## src/rtl/tug_game_ctrl.sv

```systemverilog
// tug_game_ctrl: round sequencer for the tug-of-war game.
// Owns the rope position and runs the reset/dark/play/victory round cycle.
// Drives the display select code plus the score and victory patterns.
// Optional feature macro: FALSE_START_PENALTY_EN (press during DARK is penalised).
module tug_game_ctrl #(
   parameter int RESET_TICKS = 500,
   parameter int DARK_MIN    = 500,
   parameter int WAIT_TICKS  = 250,
   parameter int BLINK_TICKS = 250
) (
   input  logic       clk,
   input  logic       rst,
   input  logic       tick,
   input  logic       btn_l,
   input  logic       btn_r,
   output logic [2:0] led_control,
   output logic [6:0] score,
   output logic [6:0] victory_led
);

   // State encodings double as the display select code
   typedef enum logic [2:0] {
      DARK     = 3'b000,
      RST_SHOW = 3'b001,
`ifdef FALSE_START_PENALTY_EN
      PENALTY  = 3'b010,
`endif
      PLAY     = 3'b011,
      VICTORY  = 3'b111
   } state_t;

   localparam logic [15:0] RESET_LOAD = 16'(RESET_TICKS);
   localparam logic [15:0] BLINK_LOAD = 16'(BLINK_TICKS);
`ifdef FALSE_START_PENALTY_EN
   localparam logic [15:0] WAIT_LOAD  = 16'(WAIT_TICKS);
`endif

   state_t      state, state_n;
   logic [2:0]  pos, pos_n;
   logic [15:0] cnt, cnt_n;
   logic [7:0]  lfsr;
   logic        blink, blink_n;
   logic        press, last;
   logic [15:0] dark_load;
   logic [6:0]  score_n;

   assign press     = btn_l | btn_r;
   // Final tick of a phase: counter reads 1 (or 0 for a degenerate load)
   assign last      = tick && (cnt <= 16'd1);
   assign dark_load = 16'(DARK_MIN) + {12'd0, lfsr[3:0]};
   assign score_n   = 7'd1 << pos_n;

   // Next-state, position, phase counter and blink phase
   always_comb begin
      state_n = state;
      pos_n   = pos;
      blink_n = blink;
      cnt_n   = (tick && cnt != 16'd0) ? cnt - 16'd1 : cnt;
      case (state)
         RST_SHOW: begin
            if (last) begin
               state_n = DARK;
               cnt_n   = dark_load;
            end
         end
         DARK: begin
`ifdef FALSE_START_PENALTY_EN
            if (press) begin
               // False start pushes the rope toward the presser's opponent
               if (btn_l && !btn_r)
                  pos_n = (pos == 3'd0) ? 3'd0 : pos - 3'd1;
               else if (btn_r && !btn_l)
                  pos_n = (pos == 3'd6) ? 3'd6 : pos + 3'd1;
               if (pos_n == 3'd0 || pos_n == 3'd6) begin
                  state_n = VICTORY;
                  cnt_n   = BLINK_LOAD;
                  blink_n = 1'b1;
               end else begin
                  state_n = PENALTY;
                  cnt_n   = WAIT_LOAD;
               end
            end else
`endif
            if (last)
               state_n = PLAY;
         end
         PLAY: begin
            if (press) begin
               if (btn_l && !btn_r)
                  pos_n = (pos == 3'd6) ? 3'd6 : pos + 3'd1;
               else if (btn_r && !btn_l)
                  pos_n = (pos == 3'd0) ? 3'd0 : pos - 3'd1;
               if (pos_n == 3'd0 || pos_n == 3'd6) begin
                  state_n = VICTORY;
                  cnt_n   = BLINK_LOAD;
                  blink_n = 1'b1;
               end else begin
                  state_n = DARK;
                  cnt_n   = dark_load;
               end
            end
         end
`ifdef FALSE_START_PENALTY_EN
         PENALTY: begin
            if (last) begin
               state_n = DARK;
               cnt_n   = dark_load;
            end
         end
`endif
         VICTORY: begin
            if (last) begin
               blink_n = ~blink;
               cnt_n   = BLINK_LOAD;
            end
         end
         default: begin
            state_n = RST_SHOW;
            cnt_n   = RESET_LOAD;
         end
      endcase
   end

   // State, datapath and registered outputs
   always_ff @(posedge clk) begin
      if (rst) begin
         state       <= RST_SHOW;
         pos         <= 3'd3;
         cnt         <= RESET_LOAD;
         blink       <= 1'b0;
         lfsr        <= 8'hA5;
         led_control <= 3'b001;
         score       <= 7'b0001000;
         victory_led <= 7'd0;
      end else begin
         state       <= state_n;
         pos         <= pos_n;
         cnt         <= cnt_n;
         blink       <= blink_n;
         lfsr        <= {lfsr[6:0], lfsr[7] ^ lfsr[5] ^ lfsr[4] ^ lfsr[3]};
         led_control <= state_n;
         score       <= score_n;
         victory_led <= (state_n == VICTORY && blink_n) ? score_n : 7'd0;
      end
   end

endmodule
```

## config.mk

```make
export PLATFORM = sky130hd
export DESIGN_NAME = tug_game_ctrl
export DESIGN_NICKNAME = d
export VERILOG_FILES = /design/src/rtl/tug_game_ctrl.sv
export SDC_FILE = /design/constraint.sdc
export NUM_CORES = 1
export LEC_CHECK = 0
export CAP_MARGIN = 15
export CORE_ASPECT_RATIO = 0.5
export CORE_MARGIN = 8
export CORE_UTILIZATION = 51
export DETAILED_ROUTE_END_ITERATION = 16
export PLACE_DENSITY = 0.8
export SLEW_MARGIN = 15
export SYNTH_ARGS = -nofsm -noshare
export SYNTH_HDL_FRONTEND = slang
export SYNTH_SLANG_ARGS = --single-unit
```

## constraint.sdc

```tcl
create_clock -name clk -period 2.2 [get_ports clk]
set_input_delay 0.33 -clock clk [delete_from_list [all_inputs] [get_ports clk]]
set_output_delay 0.33 -clock clk [all_outputs]
set_load 0.02 [all_outputs]
```

# After elaboration in Yosys (flattened, before gate mapping)
# Index checks and enable logic that the tools add are counted.
[word_totals]
register_bits = 45
inputBits = 5
output_inout_bits = 17
elab_cells = 61
[op_classes]
n_addsub = 4
order_cmp = 1
n_eq_ne = 6
shifts = 1
n_mux = 23
bitwise_logic = 6
n_reduce_logical = 13
[op_table]
columns = ["cell", "n"]
rows = [
  ["two-way mux 16 bit", 4],
  ["one-hot mux 16 bit (4 select lines)", 1],
  ["two-way mux 3 bit", 12],
  ["less-or-equal comparator 16 x 1 -> 1 bit (second input constant)", 1],
  ["nonzero test 16 bit", 1],
  ["subtractor 16 x 1 -> 16 bit (second input constant)", 1],
  ["equality test 3 bit (second input constant)", 4],
  ["one-hot mux 3 bit (4 select lines)", 1],
  ["adder 9 x 4 -> 10 bit (first input constant)", 1],
  ["two-way mux 10 bit", 1],
  ["zero test 3 bit", 3],
  ["left shift 1 x 3 -> 7 bit (first input constant)", 1],
  ["logical AND 1 bit", 5],
  ["adder 3 x 1 -> 3 bit (second input constant)", 1],
  ["equality test 3 x 1 -> 1 bit (second input constant)", 1],
  ["equality test 3 x 2 -> 1 bit (second input constant)", 1],
  ["two-way mux 1 bit", 3],
  ["subtractor 3 x 1 -> 3 bit (second input constant)", 1],
  ["bitwise XOR 1 bit", 3],
  ["zero test 1 bit", 2],
  ["NOT 1 bit", 2],
  ["one-hot mux 1 bit (2 select lines)", 1],
  ["OR reduction 2 bit", 1],
  ["logical OR 1 bit", 1],
  ["OR 1 bit", 1],
]

# Logic depth before layout (Yosys ltp)
[logic_depth]
ltp_word = 15
depth_mapped = 10
mapped_depth_nobuf = 10

# Least setup slack after synthesis
# Ideal clock, no wire load.
[synth_path]
kind = "reg-to-reg"
startpoint = "reg pos[0]"
endpoint = "reg cnt[2]"
setup_time_ns = 0.141
arrival_ns = 2.054
required_ns = 2.059
path_slack_ns = 0.005
path_stages_with_launch = 8
path_buffers = 0
synth_period_minus_slack_ns = 2.195
cell_sequence = "dfxtp_1 > inv_1 > ha_1 > or3b_2 > and4_1 > o31ai_1 > and2_1 > o221ai_1"
[synth_between]
elab_chain_cells = 11
elab_cells_between_ends = 16
classes_between = "2 x add/sub; 2 x eq/ne; 9 x mux; 3 x reduce/logical"
[synth_rtl]
columns = ["element", "line_no", "source"]
rows = [
  ["from (decl)", "39", "logic [2:0] pos, pos_n;"],
  ["from (signal assigned)", "137", "pos <= pos_n;"],
  ["subtractor 3 x 1 -> 3 bit / zero test 3 bit (equally long branches)", "92", "pos_n = (pos == 3'd0) ? 3'd0 : pos - 3'd1;"],
  ["two-way mux 3 bit", "92", ""],
  ["two-way mux 3 bit", "91", "else if (btn_r && !btn_l)"],
  ["two-way mux 3 bit *", "89", "if (btn_l && !btn_r)"],
  ["two-way mux 3 bit *", "88", "if (press) begin"],
  ["two-way mux 3 bit *", "59", "case (state)"],
  ["equality test 3 bit / zero test 3 bit (equally long branches)", "93", "if (pos_n == 3'd0 || pos_n == 3'd6) begin"],
  ["logical OR 1 bit *", "93", ""],
  ["two-way mux 10 bit *", "93", ""],
  ["two-way mux 16 bit *", "88", ""],
  ["one-hot mux 16 bit (4 select lines) *", "59", ""],
  ["to (signal assigned)", "138", "cnt <= cnt_n;"],
  ["to (decl)", "40", "logic [15:0] cnt, cnt_n;"],
]
# Mark *: on every way between the ends. The rest lies on a longest branch, timed or not. The select of a mux whose other input is x is not followed.
# A chain may end at the register's enable or synchronous reset.

# Worst setup path after layout
[layout_path]
startpoint = "reg pos[0]"
endpoint = "reg victory_led[5]"
[layout_between]
elab_chain_cells = 15
elab_cells_between_ends = 26
classes_between = "2 x add/sub; 3 x eq/ne; 1 x shift; 14 x mux; 1 x bitwise; 5 x reduce/logical"
[layout_rtl]
columns = ["element", "line_no", "source"]
rows = [
  ["subtractor 3 x 1 -> 3 bit / zero test 3 bit (equally long branches)", "92", ""],
  ["two-way mux 3 bit", "92", ""],
  ["two-way mux 3 bit", "91", ""],
  ["two-way mux 3 bit", "89", ""],
  ["two-way mux 3 bit", "88", ""],
  ["two-way mux 3 bit", "59", ""],
  ["equality test 3 bit / zero test 3 bit (equally long branches)", "93", ""],
  ["logical OR 1 bit", "93", ""],
  ["two-way mux 3 bit", "93", ""],
  ["two-way mux 3 bit", "88", ""],
  ["one-hot mux 3 bit (4 select lines)", "59", ""],
  ["equality test 3 bit", "143", "victory_led <= (state_n == VICTORY && blink_n) ? score_n : 7'd0;"],
  ["logical AND 1 bit", "143", ""],
  ["NOT 1 bit (no source line)", "-", ""],
  ["OR reduction 2 bit (no source line)", "-", ""],
  ["to (signal assigned)", "143", ""],
  ["to (decl)", "18", "output logic [6:0] victory_led"],
]
# Several ways; a longest one is shown, not always the timed one. The select of a mux whose other input is x is not followed.

==> metrics.md <==
| Metric | Value |
|---|---|
| Standard cell core area | `4340 um^2` |
| Class of the worst hold path | `flip-flop to flip-flop` |
| Violations in the final reports | `setup timing` |
| Headroom to the max-slew limit | `65.4%` |
| Nature of the critical path endpoint | `flip-flop` |
| Share of the yosys chip area belonging to registers | `39.8%` |
| Min Clock Period, post-route | `2.23 ns` |
| Number of global-route vias before repair | `2024` |
| Power Dens Cells | `536 nW/um^2` |
| Total leakage power | `0.00122 uW` |
| Detail Placement HPWL | `3880 um` |
| Post-layout nets | `325` |
| H-tree Lvls | `2` |
| Number of remaining DRC errors | `0` |
| Setup clock skew after layout | `0.0105 ns` |
| Layout Area Growth over Synthesis | `37.9%` |
| Number of synthesized register bits | `45` |
| Clk slew on worst S/H paths | `0.10 ns` |
| Number of filler cells placed in the layout | `307` |
| Avg Vias per Cell | `5.78` |
| Kind of start point of the critical path | `flip-flop` |
| Number of antenna violations at the first check in global routing | `0` |
| DR iter-0 viols | `128` |
| Overall via count from detail_route | `2133` |
| Die Height | `63.1 um` |
| Top_reg_cell synth | `dfxtp_1` |
| Number of warnings printed during yosys synthesis | `0` |
| Met1 routing resource usage after global routing | `19.6%` |
| Global placement routability congestion | `0.905` |
| Hold Crit Start | `lfsr[6]` |
| Cell area after placement | `2730 um^2` |
| Overflow left after global routing | `0` |
| Hold buffers post-CTS | `0` |
| Post-Syn Instances | `255` |
| Syn Nets | `269` |
| Critical register-to-register path startpoint | `pos[0]` |
| Total chip power | `1680 uW` |
| Post-synthesis instance area | `2270 um^2` |
| Starting density of the core | `52.2%` |
| Deepest clock path buffer count | `2` |
| Run status | `finished, violations left` |
| Global routing usage summed across all routing layers | `16.4%` |
| Fin area | `3120 um^2` |
| Type of the worst setup path | `flip-flop to flip-flop` |
| TritonCTS buffer count | `5` |
| Maximum clock frequency | `448 MHz` |
| DR WL/cell | `16.7 um` |
| M3 GR Usage | `4.26%` |
| Wire length of the first global-routing pass | `9450 um` |
| Yosys cell types | `59` |
| Top Ports | `22` |
| Number of synthesized flops with an enable pin | `0` |
| TritonCTS clock tree | `built` |
| Met2 usage in global routing | `27.5%` |
| Hold Fails Final Rpt | `0` |
| Avg Cell Area, Syn | `8.89 um^2` |
| Wire length reported by the detailed router | `6170 um` |
| Worst-Skew Late Latency | `0.31 ns` |
| Die area | `6960 um^2` |
| Critical-path maximum fanout | `7` |
| Buffers on Ports | `21` |
| Post-DRT Antenna Nets | `0` |
| Site row count | `17` |
| Antenna fix cells | `0` |
| Setup repair after global routing missed its margin | `true` |
| Highest ir drop seen on vdd | `0.347 mV` |
| Pre-Repair DR Iteration Count | `4` |
| Worst setup slack after layout | `-0.0300 ns` |
| Required time of the critical path | `2.42 ns` |
| Largest net degree at the start of global routing | `16` |
| Max Cap Violations | `0` |
| Number of setup violations in the final report | `10` |
| Number of pins with negative max-slew slack in the final report | `0` |
| Arr. time, crit path | `2.45 ns` |
| Ratio of cells with drive above 1 in the final layout | `31.4%` |
| First element of the critical path | `pos[0]` |
| Worst-Margin Slew | `0.513 ns` |
| Most Used Layer, Global Route | `met2` |
| Root Driver | `clkbuf_8` |
| Period utilisation layout | `101%` |
| Share of synthesized registers carrying an async set or reset | `0%` |
| Die W | `110 um` |
| CTS sink cnt | `45` |
-- worst max-delay path, stage by stage (launching register included) --
cell,delay (ns)
dfxtp_4,0.38
inv_4,0.07
ha_4,0.13
and4b_1,0.18
or3_4,0.42
a211oi_4,0.27
o211ai_1,0.15
buf_4,0.18
o21a_4,0.15
nor4_2,0.21
-- stage by stage --
step / setup TNS [ns] / instances / setup slack, ns / hold WS (ns) / util, %
after floorplan: 0 / 255 / 0.00507 / 0.389 / -
after global placement: -5.35 / 356 / -0.339 / 0.394 / 63.0
after detailed placement: -6.99 / 356 / -0.419 / 0.413 / 63.0
after CTS: -0.0147 / 367 / -0.0134 / 0.431 / 67.9
after global routing: -1.63 / 369 / -0.126 / 0.445 / 72.0
final: -0.163 / 369 / -0.0300 / 0.427 / 72.0
-- synthesized netlist by cell type (3+ instances only) --
cell      number  area (um^2)
nor4_1         7         43.8
nor2b_1        5         31.3
nor3b_1        3         22.5
or2_2          7         43.8
inv_1         11         41.3
ha_1           9          113
clkbuf_1       3         11.3
a21oi_1       17         85.1
or3_1          3         18.8
nor3_1        10         50.1
dfxtp_1       45          901
a21o_1         4         30.0
o21bai_1       3         22.5
nand3_1       10         50.1
o21ai_0        4         20.0
nand2_1       15         56.3
nor2_1        26         97.6
xor2_1        10         87.6
xnor2_1       10         87.6
nand2b_1       6         37.5
-- layer usage --
layer,part of all wire (%),vias to the layer above
li1,-,1019
met1,43,1022
met2,50,75
met3,4.8,17
met4,2.2,0
met5,0,-
-- cells in the final DEF, fill, tap and decap left out, drive strengths merged, types with 7 or more instances in the layout --
master,n
a21oi,17
buf,34
clkdlybuf4s50,19
dfxtp,45
ha,9
inv,11
nand2,16
nand3,10
nor2,26
nor3,10
nor4,8
or2,7
xnor2,10
xor2,10
-- area by class of cell --
| type | count | area, um^2 | share of cell area (%) |
|---|---|---|---|
| multi-input cells | 193 | 1510 | 48.3 |
| flip-flops and latches | 45 | 907 | 29.0 |
| repair buffers | 55 | 478 | 15.3 |
| well taps | 57 | 71.3 | 2.28 |
| clock buffers | 5 | 68.8 | 2.20 |
| clock inverters | 3 | 46.3 | 1.48 |
| inverters | 11 | 43.8 | 1.40 |
-- path summary, 6_finish.rpt --
kind	slack (ns)	depth (start not counted)	end
worst max-delay path	-0.03	9	victory_led[5]
worst min-delay path	0.43	1	lfsr[7]
worst max register to register	-0.03	9	victory_led[5]
worst min register to register	0.43	1	lfsr[7]
-- where the power goes --
part | internal (uW) | switching, uW | total [uW]
Clock | 340 | 301 | 641
Combinational | 81.1 | 103 | 184
Sequential | 835 | 14.8 | 850
-- sequential cells by signal, indices dropped and copies added, names as in the netlist --
register / cells
cnt: 16
lfsr: 8
score: 7
victory_led: 7
pos: 3
state: 3
blink: 1
-- what timing repair did --
action	4_1_cts	5_1_grt
pin swaps	6	11
endpoints found under the setup margin	15	29
buffers inserted	3	3
resized for setup	17	37
-- cell families (layout without fill, tap and decap cells) --
logic type | count (synthesis) | count (layout) | synth area share, %
compound gates | 53 | 53 | 16.7
fa+ha+maj | 9 | 9 | 4.97
simple gates | 109 | 109 | 26.7
xor+xnor | 20 | 20 | 7.73
flops | 45 | 45 | 39.8
buf+inv | 17 | 74 | 3.20
mux | 2 | 2 | 0.994
Note: power is estimated with default switching activity, not from simulation.
